<file path="config.mk">
export PLATFORM = sky130hd
export DESIGN_NAME = uart_tx
export DESIGN_NICKNAME = d
export VERILOG_FILES = /design/src/rtl/uart_tx.sv
export SDC_FILE = /design/constraint.sdc
export NUM_CORES = 1
export LEC_CHECK = 0
export ABC_CLOCK_PERIOD_IN_PS = 1680
export CAP_MARGIN = 20
export CORE_UTILIZATION = 40
export DETAILED_ROUTE_END_ITERATION = 16
export PLACE_DENSITY = 0.74
export SLEW_MARGIN = 20
export SYNTH_ARGS = -nofsm -noshare
export SYNTH_HDL_FRONTEND = slang
export SYNTH_SLANG_ARGS = --single-unit
</file>
<file path="constraint.sdc">
create_clock -name clk -period 1.68 [get_ports clk]
set_clock_uncertainty 0.1 [all_clocks]
set_input_delay 0.252 -clock clk [delete_from_list [all_inputs] [get_ports clk]]
set_output_delay 0.252 -clock clk [all_outputs]
set_load 0.005 [all_outputs]
</file>
<file path="src/rtl/uart_tx.sv">
// UART transmitter: LSB-first frames (start, DATA_BITS data, optional parity, STOP_BITS stop),
// one bit per baud_tick. Define UART_TX_PARITY_EN to insert the parity bit.
module uart_tx #(
  parameter int unsigned DATA_BITS  = 8,
  parameter int unsigned STOP_BITS  = 1,
  parameter int unsigned PARITY_ODD = 0
) (
  input  logic                 clk,
  input  logic                 reset,
  input  logic                 baud_tick,
  input  logic [DATA_BITS-1:0] tx_data,
  input  logic                 tx_valid,
  output logic                 tx_ready,
  output logic                 tx,
  output logic                 tx_busy,
  output logic                 tx_done
);

  localparam int unsigned CNT_W = $clog2(DATA_BITS);
  localparam logic [CNT_W-1:0] LAST_BIT  = CNT_W'(DATA_BITS - 1);
  localparam logic             LAST_STOP = 1'(STOP_BITS - 1);

`ifdef UART_TX_PARITY_EN
  typedef enum logic [2:0] {IDLE, SYNC, START, DATA, PARITY, STOP} state_t;
  logic parity_bit;
`else
  typedef enum logic [2:0] {IDLE, SYNC, START, DATA, STOP} state_t;
  logic parity_odd_unused;
  assign parity_odd_unused = 1'(PARITY_ODD);
`endif

  state_t               state;
  logic [DATA_BITS-1:0] shift;
  logic [CNT_W-1:0]     bit_cnt;
  logic                 stop_cnt;

  // Frame sequencer; SYNC waits for a tick so the start bit spans a full bit time.
  always_ff @(posedge clk or posedge reset) begin
    if (reset) begin
      state    <= IDLE;
      shift    <= '0;
      bit_cnt  <= '0;
      stop_cnt <= 1'b0;
      tx       <= 1'b1;
      tx_ready <= 1'b1;
      tx_busy  <= 1'b0;
      tx_done  <= 1'b0;
`ifdef UART_TX_PARITY_EN
      parity_bit <= 1'b0;
`endif
    end else begin
      tx_done <= 1'b0;
      case (state)
        IDLE: begin
          tx <= 1'b1;
          if (tx_valid && tx_ready) begin
            shift    <= tx_data;
            tx_ready <= 1'b0;
            tx_busy  <= 1'b1;
            state    <= SYNC;
`ifdef UART_TX_PARITY_EN
            parity_bit <= (^tx_data) ^ 1'(PARITY_ODD);
`endif
          end
        end
        SYNC: begin
          if (baud_tick) begin
            tx    <= 1'b0;
            state <= START;
          end
        end
        START: begin
          if (baud_tick) begin
            tx      <= shift[0];
            bit_cnt <= '0;
            state   <= DATA;
          end
        end
        DATA: begin
          if (baud_tick) begin
            if (bit_cnt == LAST_BIT) begin
`ifdef UART_TX_PARITY_EN
              tx    <= parity_bit;
              state <= PARITY;
`else
              tx       <= 1'b1;
              stop_cnt <= 1'b0;
              state    <= STOP;
`endif
            end else begin
              shift   <= shift >> 1;
              tx      <= shift[1];
              bit_cnt <= bit_cnt + CNT_W'(1);
            end
          end
        end
`ifdef UART_TX_PARITY_EN
        PARITY: begin
          if (baud_tick) begin
            tx       <= 1'b1;
            stop_cnt <= 1'b0;
            state    <= STOP;
          end
        end
`endif
        STOP: begin
          if (baud_tick) begin
            if (stop_cnt == LAST_STOP) begin
              state    <= IDLE;
              tx_done  <= 1'b1;
              tx_ready <= 1'b1;
              tx_busy  <= 1'b0;
            end else begin
              stop_cnt <= 1'b1;
            end
          end
        end
        default: state <= IDLE;
      endcase
    end
  end

endmodule
</file>
==> reports/summary.md, run 1 <==
The run finished with clean final reports. The worst setup path is captured at a register. Summing every instance area after synthesis gives 997 sq um. The core region is 2280 sq um. At the end of the flow, the number of nets in the layout was 129. Before antenna repair, the detailed router went through 4 iterations. The clock latency reported for the late side of the worst-skew pair is 0.30 ns, and the delay of the slowest cell on the worst path is 0.40 ns.

Largest delay contributor family on the critical path: flip-flops. Cells fill 59.3% of the core in the end. In this run, synthesis inferred 0 flip-flops with an integrated enable. During placement, the flow inserted port buffers numbering 15.

With fillers left out, the area of the finished cells amounts to 1350 sq um. In this run the deepest clock path goes through 2 buffers. The initial antenna violation count was 0; the count of buffering cells on the critical path with inverters included was 0.

In the synthesized netlist the async set-or-reset flop fraction comes to 100%. The share of layout cells above drive strength 1 is 32.5%. The tools report the root buffer cell as sky130_fd_sc_hd__clkbuf_4. The number of different library cells used by synthesis comes to 33. The number of cells on the worst reg-to-reg path is 5. Across all register-to-register paths, the minimum setup slack is 0.06 ns. Setup repair after global routing left no endpoint under its margin. Synthesis produced a netlist with a net count of 100.

TritonCTS buffer count: 3. At the pin with the least slew margin, the transition time is 0.509 ns. The worst-case IR drop observed on VDD is 0.836 mV. The number of H-tree levels is 1, and the final-report max-slew violation count is 0. Of the post-synthesis cell area, the dominant cell type holds 40.2%.

Setup violations remaining at the end of the flow were counted as 0. The run gives 0.625 nW as the static power due to leakage. A synthesized cell averages 11.6 sq um. Global-route total usage across every layer: 18.3%. The startpoint identified for the worst register-to-register timing path is bit_cnt[0].

The final route contains 767 vias. The die is 51.9 microns wide. The run gives 790 as the number of global-route vias before repair. Leaving out fill and tap cells, the most frequent cell in the layout is sky130_fd_sc_hd__dfrtp_1. The shortest clock period the worst path allows after layout is 1.62 ns. Reported max-cap violation count: 0.

Clock-pin slew was measured on the worst setup and hold paths at 0.10 ns. The number of hold-slack violations in the final timing report is 0, and the final weighted congestion in routability-driven placement is 0.806. Entering global routing, the biggest net connects 19 pins. From synthesis to final layout, the design area changed by 35.4%.

The run gives 66.1% as the relative slew slack. Most used flip-flop cell after synthesis: sky130_fd_sc_hd__dfrtp_1. In this run the vertical extent of the chip is 51.9 microns.

The count of yosys warnings during synthesis is 0, and the starting utilization of the core area is 43.8%. The tools report the count of mapped cells out of synthesis as 86. The final period utilization works out to 96.6%.

Dividing total power by cell area gives a power density of 1660 nW/um^2. In this run, post-CTS hold repair placed 0 buffers. Global routing finished with a remaining overflow of 0. In the routed design, unresolved DRC markers number 0. The number of design-rule violations left by the first detailed-router iteration is 7, and the first-pass GRT wire length is 3540 microns. The largest individual stage delay along the critical path comes from the cell sky130_fd_sc_hd__dfrtp_1.

TritonCTS built the clock tree. The critical path class is reg2reg. The type of the most critical hold path is in2async. The critical path runs through a total of 5 cells. In the layout the commonest cells are 16 x sky130_fd_sc_hd__dfrtp_1, 13 x sky130_fd_sc_hd__clkdlybuf4s50_1, 13 x sky130_fd_sc_hd__buf_4.

The run gives 16 as the top-level I/O count. The post-synthesis sequential area ratio came out at 45.4%. The tools report the category of the worst setup path launch point as a register.

The number of antenna diodes in the final layout is 0. After detailed routing, the number of vias per cell comes to 5.40. Yosys attributes the largest share of cell area to sky130_fd_sc_hd__dfrtp_1 40%, sky130_fd_sc_hd__mux2i_1 8.0%, sky130_fd_sc_hd__a2bb2oi_1 6.1%. In this run, synthesis produced a sequential element count of 18.

The placed instances occupy a cell area of 1250 sq um. The floorplan step defined a die boundary enclosing 2700 sq um. The residual antenna-violating net count after detailed routing is 0. Detailed placement ended at an HPWL of 1480 microns. In the final routed layout, each cell accounts on average for 14.3 microns.

For this run, the top clock speed supported by timing is 0.616 GHz. First element of the critical path: bit_cnt[0]. For the detailed-route wire length, the log shows 2040 microns. In this run the worst path has a maximum fanout of 3.

The top cell type by total area after synthesis was sky130_fd_sc_hd__dfrtp_1. The clock net in this run drives a total of 18 sinks. After floorplanning, the core was divided into 17 placement rows. Data on the critical path arrives at its endpoint at 1.72 ns.

The signal on the critical path passes through ha_2 > ha_4 > a21boi_1 > nand2_1 > mux2_4. STA puts the critical path data required time at 1.77 ns.
power breakdown:
part | internal (mW) | total (mW) | switching (mW)
Combinational | 0.726 | 1.25 | 0.524
Sequential | 0.605 | 0.722 | 0.117
Clock | 0.132 | 0.270 | 0.138
Total | 1.46 | 2.24 | 0.779
through the flow:
stage	power [mW]	setup slack (ns)	hold slack, ns	setup TNS [ns]	instances
after detailed placement	1.78	-0.0900	0.395	-0.502	137
after floorplan	1.49	0.00575	0.0891	0	86
after global routing	2.40	0.00298	0.189	0	142
after CTS	2.24	0.0274	0.151	0	142
final	2.24	0.0567	0.155	0	142
after global placement	1.74	-0.0316	0.378	-0.134	137
timing repair:
item                                    CTS  global route
pin swaps                                 1             0
setup buffers                             1             0
endpoints found under the setup margin   10             6
cloned                                    0             0
gates resized for setup                  11             2
cell type report:
class                   instances  area (sq um)
clock buffers                   4          36.3
repair buffers                 29           256
inverters                       3          11.3
well taps                      28          35.0
fillers                       203           926
multi-input cells              60           558
flip-flops and latches         18           453
worst min-delay path, delay by kind of cell:
family | cells | cell delay (ns)
buffers and inverters | 3 | 0.68
per-layer routing:
layer	share of wire (%)	track usage (%)	vias up
met4	2.4	10.4	0
met2	47	30.1	20
met5	0	0	-
li1	-	-	369
met1	47	22.5	371
met3	3.0	2.92	7
kinds of logic after synthesis:
group / after synthesis / synth area share, %
AND/OR/NAND/NOR: 25 / 18.6
flip-flops: 18 / 45.4
AO/OA/AOI/OAI: 24 / 19.4
multiplexers: 9 / 9.54
buffers and inverters: 8 / 4.52
adder cells (fa/ha/maj): 2 / 2.51
final timing paths:
path	endpoint
setup / recovery	bit_cnt[0]
hold / removal	shift[1]
setup reg to reg	bit_cnt[0]
hold reg to reg	shift[7]
max in group asynchronous	tx_ready
min in group clk	shift[7]
sequential cells by signal, indices dropped and copies added, names as in the netlist:
register  flops
tx            1
tx_busy       1
tx_done       1
tx_ready      1
state         3
bit_cnt       3
shift         8
cell usage after synthesis (2+ instances only):
cell and number:
sky130_fd_sc_hd__a21oi_1 4, sky130_fd_sc_hd__dfstp_2 2, sky130_fd_sc_hd__buf_4 2, sky130_fd_sc_hd__nand2_1 3, sky130_fd_sc_hd__nand2b_1 7, sky130_fd_sc_hd__a2bb2oi_1 7
sky130_fd_sc_hd__inv_1 3, sky130_fd_sc_hd__nor2_1 3, sky130_fd_sc_hd__nand4_1 3, sky130_fd_sc_hd__dfrtp_1 16, sky130_fd_sc_hd__and3b_1 2, sky130_fd_sc_hd__o21ai_0 3
sky130_fd_sc_hd__ha_1 2, sky130_fd_sc_hd__clkbuf_1 2, sky130_fd_sc_hd__mux2i_1 8, sky130_fd_sc_hd__a21bo_2 2
No activity file was read; power rests on OpenSTA's default activity.
==> inputs of run 2 (changes only) <==
--- a/config.mk
+++ b/config.mk
@@ -7,10 +7,9 @@
 export LEC_CHECK = 0
 export ABC_CLOCK_PERIOD_IN_PS = 1680
 export CAP_MARGIN = 20
-export CORE_UTILIZATION = 40
+export CORE_UTILIZATION = 46
 export DETAILED_ROUTE_END_ITERATION = 16
-export PLACE_DENSITY = 0.74
-export SLEW_MARGIN = 20
+export PLACE_DENSITY = 0.82
 export SYNTH_ARGS = -nofsm -noshare
 export SYNTH_HDL_FRONTEND = slang
 export SYNTH_SLANG_ARGS = --single-unit
==> run 2 against run 1 <==
Count of clock-buffer cells in the layout unchanged. Die area shrank 13%. Critical path depth up 1. Utilization up 7.7 points. Critical path type unchanged. Largest power group unchanged.
==> reports/summary.md, run 2 (synthesis results as in run 1) <==
The run finished with clean final reports. The count of buffering cells on the critical path with inverters included is 1 (was 0), and the residual antenna-violating net count after detailed routing is 0 (unchanged). The logs give 16 (unchanged) for the top-level I/O count and 18 (unchanged) for the number of sinks handled by clock tree synthesis. Chain of cells forming the critical path: ha_2 > ha_4 > nand3b_4 > a211oi_4 > buf_6 > a2bb2oi_1 (was ha_2 > ha_4 > a21boi_1 > nand2_1 > mux2_4). The critical path class is reg2reg (unchanged). Final count of negative-setup-slack endpoints: 0 (unchanged). The fmax is 0.601 GHz (was 0.616 GHz), and the final setup TNS is 0 ns (unchanged).

The number of H-tree levels was 1 (unchanged); the total of fill cells in the finished design was 163 (was 203). The reg-to-reg critical path startpoint was bit_cnt[0] (unchanged). The worst path required time was 1.80 ns (was 1.77 ns). The tools report the detailed-route wire length as 2000 microns (was 2040 microns). Category of the worst setup path launch point: a register (unchanged). Setup repair after global routing could not meet its margin everywhere. The final period utilization works out to 99.0% (was 96.6%).

The post-route total power was 2.21 mW (was 2.24 mW); the routed via count was 755 (was 767). The detailed placement HPWL came out at 1370 microns (was 1480 microns). For the number of iterations in the first detailed-routing pass, the log shows 2 (was 4). The tools report the starting utilization of the core area as 49.8% (was 43.8%).

The tools report the endpoint of the lowest-slack register-to-register path as shift[2] (was bit_cnt[0]). The share of layout cells above drive strength 1 came out at 32.2% (was 32.5%). Most used cells in the layout excluding fill and tap cells: 15 x sky130_fd_sc_hd__dfrtp_1, 13 x sky130_fd_sc_hd__clkdlybuf4s50_1, 13 x sky130_fd_sc_hd__buf_4 (was 16 x sky130_fd_sc_hd__dfrtp_1, 13 x sky130_fd_sc_hd__clkdlybuf4s50_1, 13 x sky130_fd_sc_hd__buf_4). For the minimum hold slack, the log shows 0.153 ns (was 0.155 ns).

The horizontal die dimension was 48.6 microns (was 51.9 microns); the number of hold-slack violations in the final timing report was 0 (unchanged). The data arrival at the endpoint of the critical path was 1.78 ns (was 1.72 ns). The tools report the capture point of the worst path as shift[2] (was bit_cnt[0]). The layout-stage area growth over the synthesis result was 34.5% (was 35.4%); the shortest clock period the worst path allows after layout was 1.66 ns (was 1.62 ns). The highest ir drop seen on vdd is 0.936 mV (was 0.836 mV). Path depth of the worst reg2reg path: 6 (was 5). Largest registers ranked by flip-flop count: shift x8, bit_cnt x3, state x3 (unchanged). The critical path depth in cells is 6 (was 5), and the number of design-rule violations left by the first detailed-router iteration is 1 (was 7). The sort of element at the end of the critical path was a register (unchanged). For the deepest clock path buffer count, the log shows 2 (unchanged). The slack of the worst reg-to-reg path was 0.02 ns (was 0.06 ns); the number of global-route vias before repair was 781 (was 790).

For the number of standard cells in the layout, taps in and fillers out, the log shows 142 (unchanged). The setup slack at placement was -0.0840 ns (was -0.0900 ns); the remaining global-route overflow was 0 (unchanged). The run gives 2360 sq um (was 2700 sq um) as the die area.

The logs give 16 (was 17) for the standard-cell row count and 78.8% (was 66.1%) for the relative slew slack. The global-route total usage across every layer is 19.7% (was 18.3%). The final setup slack of the worst path is 0.0162 ns (was 0.0567 ns). Largest delay contributor family on the critical path: flip-flops (unchanged).

The clock latency reported for the late side of the worst-skew pair was 0.29 ns (was 0.30 ns). Final weighted congestion in routability-driven placement: 0.794 (was 0.806). The register with the most flip-flops is shift (unchanged). Clock-pin slew on the worst setup and hold paths: 0.11 ns (was 0.10 ns). The root buffer cell is sky130_fd_sc_hd__clkbuf_4 (unchanged). The leading cell type in the layout, fill and taps excluded was sky130_fd_sc_hd__dfrtp_1 (unchanged). The tools report the initial antenna violation count as 0 (unchanged).

The maximum number of pins on one net before global-route repair was 19 (unchanged); the final design area excluding fillers was 1340 sq um (was 1350 sq um). The placement-stage cell area came out at 1240 sq um (was 1250 sq um). The slew at the pin with the worst max-slew slack works out to 0.318 ns (was 0.509 ns). The cell with the biggest individual delay on the critical path is sky130_fd_sc_hd__dfrtp_1 (unchanged). The TritonCTS buffer count was 3 (unchanged); the maximum fanout along the worst path was 8 (was 3). The ratio of routed vias to standard cells is 5.32 (was 5.40). The final-report max-slew violation count was 0 (unchanged).

The reported max-cap violation count is 0 (unchanged), and the delay of the slowest cell on the worst path is 0.40 ns (about the same). The static power due to leakage is 0.628 nW (was 0.625 nW), and the ratio of total power to cell area is 1650 nW/um^2 (was 1660 nW/um^2). The type of the most critical hold path was in2async (unchanged). The instance count after placement with tap cells included was 135 (was 137); the count of antenna diodes in the layout was 0 (unchanged). The share of the core filled with cells in the final layout is 67.0% (was 59.3%).

Number of port buffers: 15 (unchanged). TritonCTS built the clock tree. The core area is 2000 sq um (was 2280 sq um), and the first-pass GRT wire length is 3480 microns (was 3540 microns). First element of the critical path: bit_cnt[0] (unchanged).

The die outline height is 48.6 microns (was 51.9 microns), and the flip-flop count of the largest register, all copies and words added is 8 (unchanged). For the number of nets in the final layout, the log shows 130 (was 129). The routed wire length per instance is 14.1 microns (was 14.3 microns), and the post-detailed-route DRC marker count is 0 (unchanged).
run 2: cell type report:
cell class / instances / area (sq um) / share of cell area, %
Multi-Input combinational cell: 60 / 538 / 40.1
Inverter: 3 / 11.3 / 0.840
Clock buffer: 4 / 36.3 / 2.71
Tap cell: 27 / 33.8 / 2.52
Sequential cell: 18 / 454 / 33.9
Timing Repair Buffer: 30 / 268 / 20.0
run 2: worst min path at each step:
stage                       endpoint  startpoint
after floorplan           bit_cnt[0]       reset
after global placement    bit_cnt[1]  bit_cnt[1]
after detailed placement  bit_cnt[2]  bit_cnt[2]
after CTS                   shift[6]       reset
after global routing        shift[0]       reset
final                       shift[6]       reset
run 2: what timing repair did:
action                     4_1_cts  5_1_grt
pin swaps                        1        0
hold buffers                     0        0
buffers inserted                 2        1
gates resized for setup          8        5
setup endpoints to repair       11       11
run 2: worst min-delay path, cell delays in order:
cell and delay (ns):
sky130_fd_sc_hd__clkdlybuf4s50_1 0.39, sky130_fd_sc_hd__inv_1 0.05, sky130_fd_sc_hd__buf_4 0.24
run 2: routing by layer:
metal / global-route usage [%] / vias to the layer above / part of all wire (%)
met1: 25.1 / 368 / 45
met5: 0 / - / 0
met2: 32.2 / 13 / 52
met3: 4.09 / 0 / 2.6
li1: - / 374 / -
met4: 9.31 / 0 / 0
run 2: power by group:
group / internal (mW) / switching [mW] / total [mW]
clock network: 0.132 / 0.140 / 0.272
registers: 0.606 / 0.140 / 0.745
logic: 0.719 / 0.476 / 1.20
total: 1.46 / 0.756 / 2.21
